<file path="config.mk">
export PLATFORM = sky130hd
export DESIGN_NAME = out_port_buffer
export DESIGN_NICKNAME = d
export VERILOG_FILES = /design/src/rtl/out_port_buffer.sv
export SDC_FILE = /design/constraint.sdc
export NUM_CORES = 1
export LEC_CHECK = 0
export BUFFER_PORTS_ARGS = -buffer_cell sky130_fd_sc_hd__buf_2
export CAP_MARGIN = 10
export CORE_MARGIN = 2
export CORE_UTILIZATION = 45
export CTS_BUF_LIST = sky130_fd_sc_hd__clkbuf_8
export DETAILED_ROUTE_END_ITERATION = 8
export SLEW_MARGIN = 25
export SYNTH_ARGS = -nofsm -noshare
export SYNTH_HDL_FRONTEND = slang
export SYNTH_SLANG_ARGS = --single-unit
</file>
<file path="constraint.sdc">
create_clock -name clock -period 2.91 [get_ports clock]
set_input_delay 0.291 -clock clock [delete_from_list [all_inputs] [get_ports clock]]
set_output_delay 0.291 -clock clock [all_outputs]
set_load 0.01 [all_outputs]
</file>
<file path="src/rtl/out_port_buffer.sv">
// Output-port FIFO: buffers OUT writeback results and emits each one as a
// single-cycle outFlag strobe, paced by out_ready and a programmable gap.
module out_port_buffer #(
   parameter int DATAWIDTH = 25,
   parameter int DEPTH     = 4,
   parameter int ADDRWIDTH = 2,
   parameter int GAP       = 0
) (
   input  logic                 clock,
   input  logic                 reset,
   input  logic                 wr_en,
   input  logic [DATAWIDTH-1:0] wr_data,
   input  logic                 out_ready,
   output logic                 full,
   output logic                 overflow,
   output logic                 outFlag,
   output logic [DATAWIDTH-1:0] out
);

   localparam int CW = ADDRWIDTH + 1;
   localparam logic [CW-1:0] DEPTH_C = CW'(DEPTH);
   localparam logic [3:0]    GAP_C   = 4'(GAP);
   localparam bit            HAS_GAP = (GAP != 0);

   typedef enum logic {IDLE, WAIT} state_t;

   state_t                 state_q, state_d;
   logic [CW-1:0]          count_q, count_d;
   logic [ADDRWIDTH-1:0]   rd_ptr_q, rd_ptr_d, wr_ptr_q, wr_ptr_d;
   logic [3:0]             gap_q, gap_d;
   logic                   full_q, full_d, ovf_q, ovf_d, flag_q, flag_d;
   logic [DATAWIDTH-1:0]   out_q, out_d;
   logic [DATAWIDTH-1:0]   mem_q [DEPTH];
   logic                   pop, push;

   always_comb begin
      pop      = (state_q == IDLE) && (count_q != '0) && out_ready;
      // A push into a full FIFO is still accepted when a pop frees a slot.
      push     = wr_en && ((count_q < DEPTH_C) || pop);
      count_d  = count_q + CW'(push) - CW'(pop);
      wr_ptr_d = push ? wr_ptr_q + 1'b1 : wr_ptr_q;
      rd_ptr_d = pop  ? rd_ptr_q + 1'b1 : rd_ptr_q;
      full_d   = (count_d == DEPTH_C);
      ovf_d    = ovf_q | (wr_en & ~push);
      flag_d   = pop;
      out_d    = pop ? mem_q[rd_ptr_q] : out_q;
      state_d  = state_q;
      gap_d    = gap_q;
      case (state_q)
         IDLE: begin
            if (pop) begin
               gap_d = GAP_C;
               if (HAS_GAP) state_d = WAIT;
            end
         end
         WAIT: begin
            gap_d = gap_q - 1'b1;
            if (gap_q <= 4'd1) begin
               state_d = IDLE;
               gap_d   = '0;
            end
         end
         default: begin
            state_d = IDLE;
            gap_d   = '0;
         end
      endcase
   end

   always_ff @(posedge clock or posedge reset) begin
      if (reset) begin
         state_q  <= IDLE;
         count_q  <= '0;
         rd_ptr_q <= '0;
         wr_ptr_q <= '0;
         gap_q    <= '0;
         full_q   <= 1'b0;
         ovf_q    <= 1'b0;
         flag_q   <= 1'b0;
         out_q    <= '0;
      end else begin
         state_q  <= state_d;
         count_q  <= count_d;
         rd_ptr_q <= rd_ptr_d;
         wr_ptr_q <= wr_ptr_d;
         gap_q    <= gap_d;
         full_q   <= full_d;
         ovf_q    <= ovf_d;
         flag_q   <= flag_d;
         out_q    <= out_d;
      end
   end

   // Storage needs no reset: count/pointers define which entries are valid.
   always_ff @(posedge clock) begin
      if (push) mem_q[wr_ptr_q] <= wr_data;
   end

   assign full     = full_q;
   assign overflow = ovf_q;
   assign outFlag  = flag_q;
   assign out      = out_q;

endmodule

</file>
Word level (Yosys, flattened, before mapping)
Memories as Yosys holds them, arrays and structs flattened. A register that Yosys moved wholly into a read port is not among the register bits. Cells that the tools add are included.

Logic and storage cells: 34. Bits of input ports: 29. Bits in registers: 15. Output and inout bits: 28. Memory bits (writable): 100. Memories: 1.

Memories: mem_q (words 4, width 25, rd ports 1, clocked after memory_dff 1, write ports 1, RTL line 33) `logic [DATAWIDTH-1:0] mem_q [DEPTH];`.

Bitwise logic cells: 4. Magnitude comparators: 2. Multiplexer cells: 7. Add/sub/neg operators: 5. Reductions and logical operators: 5. Equal/unequal tests: 2.

Operators with widths (number): $mux 4 (2); $pmux 4 s2 (1); $add 2x1->2 const B (2); $le 4x1->1 const B (1); $mux 1 (4); $sub 4x1->4 const B (1); $add 3x1->3 (1); $eq 3x3->1 const B (1); $logic_and 1x1->1 (3); $lt 3x3->1 const B (1); $reduce_bool 3->1 (1); $sub 3x1->3 (1); $ne 2x2->1 const B (1); $not 1->1 (2); $and 1x1->1 (1); $logic_or 1x1->1 (1); $or 1x1->1 (1).

Longest topological paths before layout
Depth after elaboration: 8. Mapped depth: 10. Gate-level depth less buffers: 10.

Worst setup path before layout
No wires, ideal clock.

Path kind: reg-to-reg. Start: register state_q. End: register full_q (netlist: full). Arrival time: 2.312 ns. Path buffers: 0. Period minus slack after synthesis: 2.401 ns. Setup slack: 0.509 ns. Stages on the path, launching flop included: 11. Cell sequence: dfrtp_1 nand2b_4 a21boi_1 inv_1 ha_1 inv_1 ha_1 fa_1 xnor2_1 xnor2_1 nor3b_1.

Longest elaborated chain between the ends: 8.

Ends and longest elaborated chain: start: declaration (RTL line 27) `state_t state_q, state_d;`; start signal: assignment (RTL line 82) `state_q <= state_d;`; $not 1->1 (*); $logic_and 1x1->1 (*) (2 in a row) (RTL line 37) `pop = (state_q == IDLE) && (count_q != '0) && out_ready;`; $logic_or 1x1->1 (RTL line 39) `push = wr_en && ((count_q < DEPTH_C) || pop);`; $logic_and 1x1->1 (RTL line 39); $add 3x1->3 (RTL line 40) `count_d = count_q + CW'(push) - CW'(pop);`; $sub 3x1->3 (*) (RTL line 40); net count_d[2] (RTL line 28) `logic [CW-1:0] count_q, count_d;`; $eq 3x3->1 (*) (RTL line 43) `full_d = (count_d == DEPTH_C);`; net full_d (RTL line 31) `logic full_q, full_d, ovf_q, ovf_d, flag_q, flag_d;`; end signal: assignment (RTL line 87) `full_q <= full_d;`; end: declaration (RTL line 31).

The timed path passes the listed nets; every way through them passes the cells marked *. A chain may end at the register's enable or synchronous reset.

Worst setup path in the final report
Same ends and word-level chain as after synthesis.

==> results list <==
* Cell variety after synth: 36
* Dpl hpwl: between 5 and 6 mm
* Crit-path max cell delay: approximately 0.45 ns
- The floorplan step defined a die boundary enclosing 12900 um^2.
- Violation count after the first detailed-routing iteration: 87
* Net count of the finished layout: between 300 and 400
* Worst setup EP type: register
* Layout area overhead: 16.9%
- Worst min-delay path category: primary input to register
* Power density relative to cell area: approximately 980 nW/um^2
- Root buf cell: sky130_fd_sc_hd__clkbuf_8
* Clock-pin slew on the worst setup and hold paths: 0.08 ns
* Clock tree from TritonCTS: built
- Together, buffers and inverters on the worst path number 2.
- For this run, the top clock speed supported by timing is around 410 MHz.
- The core region is about 12000 um^2.
- Setup violations remaining at the end of the flow were counted as 0.
* Number of buffers added by the clock tree synthesis step: 17
- Worst-Margin Slew: 0.749 ns
- Counting flops with an async set or reset pin after synthesis yields a share of 0.286.
* Final cell count without fillers: between 400 and 500
- Clock skew on the completed layout was measured at roughly 0.012 ns.
- Number of synthesized flops with an enable pin: 100
* Max-cap check violation count: 0
- Worst path top cell family by delay: adder cells
- Counting every sink on the clock net gives 140.
* Hold Violations, Final: 0
- After layout, the minimum clock period comes to 2.41 ns.
* Die Span Y: approximately 110 um
* Initial core utilization: 0.457
- The initial antenna violation count was 0.
- The mapped netlist covers about 5400 um^2.
- Entering global routing, the biggest net connects slightly above 40 pins.
* Synth Net Count: between 200 and 300
- In this run the worst path has a maximum fanout of 7.
* Final weighted congestion of routability-driven global placement: between 0.6 and 0.7
* Total number of H-tree levels: 4
- Number of pins exceeding their max-slew limit in the final report: 0
- Placed Cells: around 450
- Of the cells placed in the final design, the portion with a size suffix greater than 1 is 0.432.
* DRT Wirelength: roughly 9.2 mm
- STA classifies the critical path startpoint as a register.
* GRT Residual Overflow: 0
- Setup TNS after final layout: 0 ns
* Fraction of the yosys area taken by sequential cells: 0.738
- Normalized max-slew margin: 0.500
* Die width: ~110 um
- Leading register cell type out of synthesis: sky130_fd_sc_hd__edfxtp_1
- Worst vdd ir: ~0.00042 V
- The detailed router placed roughly 2500 vias in this run.
- Setup Crit Path Kind: register to register
- DRC Markers: 0
- The run finished with clean final reports.
* Clock insertion delay at the later pin of the skew report: approximately 0.45 ns
- At the worst endpoint, the required time is between 3 and 4 ns.
- Setup repair after global routing left no endpoint under its margin.
- Vias in the first global route: 2708
- Post-synthesis register bit count: between 100 and 150
- The cell count after synthesis came out at 249.
- Ordered cell list for the critical path: nand2b_4, a21boi_1, inv_1, ha_1, inv_1, ha_1, fa_1, xnor2_1, xnor2_1, nor3b_1
* Number of routed nets with antenna violations: 0
- STA puts the critical path data arrival time at ~2.8 ns.
- Routed vias/inst: approximately 5
* Number of ports placed on the die boundary: 57
- Drt first pass iters: 4
* Total global-route track usage: 0.158
- Average footprint of a synthesized cell: 21.8 um^2
- Final std cell area, no fill: 6340 um^2
- First-pass GRT wire length: 14.6 mm
* Slack of the critical path: between 0.4 and 0.5 ns
- Mean routed wirelength per cell: between 15 and 20 um
* FP Rows: 40
* Cell area reported after detailed placement: 5920 um^2
- Antenna diode instance count: 0
* Maximum root-to-sink buffer count: 2
- During synthesis, Yosys emitted a total of 0 warnings.
* Leakage: ~2.4 nW
* Number of I/O port buffers: 56
- Before CTS, the worst setup slack after placement is 0.503 ns.
- On the critical path, the stage with the largest delay is an instance of sky130_fd_sc_hd__dfrtp_1.
- In the finished design, the share of the clock period the worst path needs comes to 0.830.
-- synthesized netlist by cell type, types with 2 or more instances --
master	n	area share
sky130_fd_sc_hd__mux4_2	18	0.075
sky130_fd_sc_hd__buf_12	2	0.0074
sky130_fd_sc_hd__buf_2	2	0.0018
sky130_fd_sc_hd__xnor2_1	3	0.0048
sky130_fd_sc_hd__and2_1	4	0.0046
sky130_fd_sc_hd__nor3b_1	2	0.0028
sky130_fd_sc_hd__buf_4	2	0.0028
sky130_fd_sc_hd__dfrtp_1	40	0.18
sky130_fd_sc_hd__inv_1	12	0.0083
sky130_fd_sc_hd__xor2_1	2	0.0032
sky130_fd_sc_hd__mux2_4	18	0.050
sky130_fd_sc_hd__mux4_1	7	0.034
sky130_fd_sc_hd__ha_1	8	0.018
sky130_fd_sc_hd__edfxtp_1	100	0.55
sky130_fd_sc_hd__mux2_2	8	0.017
-- flip-flops by register name, summed over array words and instances, names as in the netlist --
signal,flops
rd_ptr_q,2
full,1
wr_ptr_q,2
gap_q,4
mem_q,100
state_q,1
outFlag,1
overflow,1
count_q,3
out,25
-- worst reg2reg max path: stages, from the launching register on --
cell	delay, ns
sky130_fd_sc_hd__dfrtp_1	0.45
sky130_fd_sc_hd__nand2b_4	0.20
sky130_fd_sc_hd__a21boi_1	0.19
sky130_fd_sc_hd__inv_1	0.06
sky130_fd_sc_hd__ha_1	0.27
sky130_fd_sc_hd__inv_1	0.04
sky130_fd_sc_hd__ha_1	0.17
sky130_fd_sc_hd__fa_1	0.37
sky130_fd_sc_hd__xnor2_1	0.20
sky130_fd_sc_hd__xnor2_1	0.16
sky130_fd_sc_hd__nor3b_1	0.22
-- cell families after synthesis --
logic type	after synthesis	share of synthesized area
and+or+nand+nor	14	0.0191
muxes	52	0.177
adders and majority gates	9	0.0222
DFF	140	0.738
buffers and inverters	20	0.0231
xor gates and xnor gates	5	0.00808
AOI/OAI and AO/OA	9	0.0122
-- worst paths after layout --
| kind | start | endpoint | slack (ns) | cells after the start |
|---|---|---|---|---|
| hold / removal | wr_data[0] | mem_q[3][0] | 0.06 | 1 |
| setup reg to reg | state_q | full | 0.50 | 10 |
| max in group asynchronous | reset | rd_ptr_q[0] | 1.93 | 3 |
| setup / recovery | state_q | full | 0.50 | 10 |
| hold reg to reg | overflow | overflow | 0.48 | 1 |
| min in group asynchronous | reset | out[13] | 0.50 | 3 |
-- stage by stage --
step                      hold slack (ns)   util  power, W
after floorplan                     0.390      -   0.00418
after global placement              0.469  0.499   0.00466
after detailed placement            0.459  0.499   0.00471
after CTS                          0.0239  0.534   0.00631
after global routing               0.0196  0.534   0.00657
final                              0.0554  0.534   0.00621
-- power breakdown --
group	total, W	switching (W)	internal (W)
registers	0.00288	0.000233	0.00265
logic	0.00175	0.000785	0.000963
clock network	0.00158	0.000741	0.000843
total	0.00621	0.00176	0.00446
-- cell usage in the layout (no fill, tap or decap), types with 2 or more instances in the layout --
master / Yosys / final
sky130_fd_sc_hd__bufinv_16: 0 / 3
sky130_fd_sc_hd__clkinv_2: 0 / 4
sky130_fd_sc_hd__xnor2_1: 3 / 3
sky130_fd_sc_hd__clkinv_4: 0 / 3
sky130_fd_sc_hd__xor2_1: 2 / 2
sky130_fd_sc_hd__inv_1: 12 / 11
sky130_fd_sc_hd__and2_1: 4 / 4
sky130_fd_sc_hd__buf_4: 2 / 7
sky130_fd_sc_hd__clkinvlp_4: 0 / 4
sky130_fd_sc_hd__mux2_4: 18 / 18
sky130_fd_sc_hd__mux4_2: 18 / 18
sky130_fd_sc_hd__clkbuf_8: 0 / 17
sky130_fd_sc_hd__mux2_2: 8 / 8
sky130_fd_sc_hd__nor3b_1: 2 / 2
sky130_fd_sc_hd__buf_2: 2 / 56
sky130_fd_sc_hd__buf_12: 2 / 3
sky130_fd_sc_hd__edfxtp_1: 100 / 100
sky130_fd_sc_hd__ha_1: 8 / 8
sky130_fd_sc_hd__dfrtp_1: 40 / 39
sky130_fd_sc_hd__mux4_1: 7 / 7
-- cell type report --
class / instances / area, um^2
timing repair buffer: 67 / 403
fill: 934 / 5520
tap: 147 / 184
sequential: 140 / 4010
clock inverter: 15 / 174
clock buffer: 17 / 234
multi-input combinational: 89 / 1290
inverter: 12 / 46.3
-- routing by layer --
metal  wire length [um]  up-vias  global-route usage  part of all wire
met1               3970     1275               0.192              0.43
met3                370       13              0.0558             0.040
met5                  0        -                   0                 0
met4                157        0              0.0707             0.017
met2               4660       53               0.259              0.51
li1                   -     1141                   -                 -
-- what timing repair did --
item                                   in CTS  in global routing
setup buffers                               0                  0
endpoints found under the hold margin       0                 20
hold buffers                                0                  1
resized for setup                           0                  0
No activity file was read; power rests on OpenSTA's default activity.
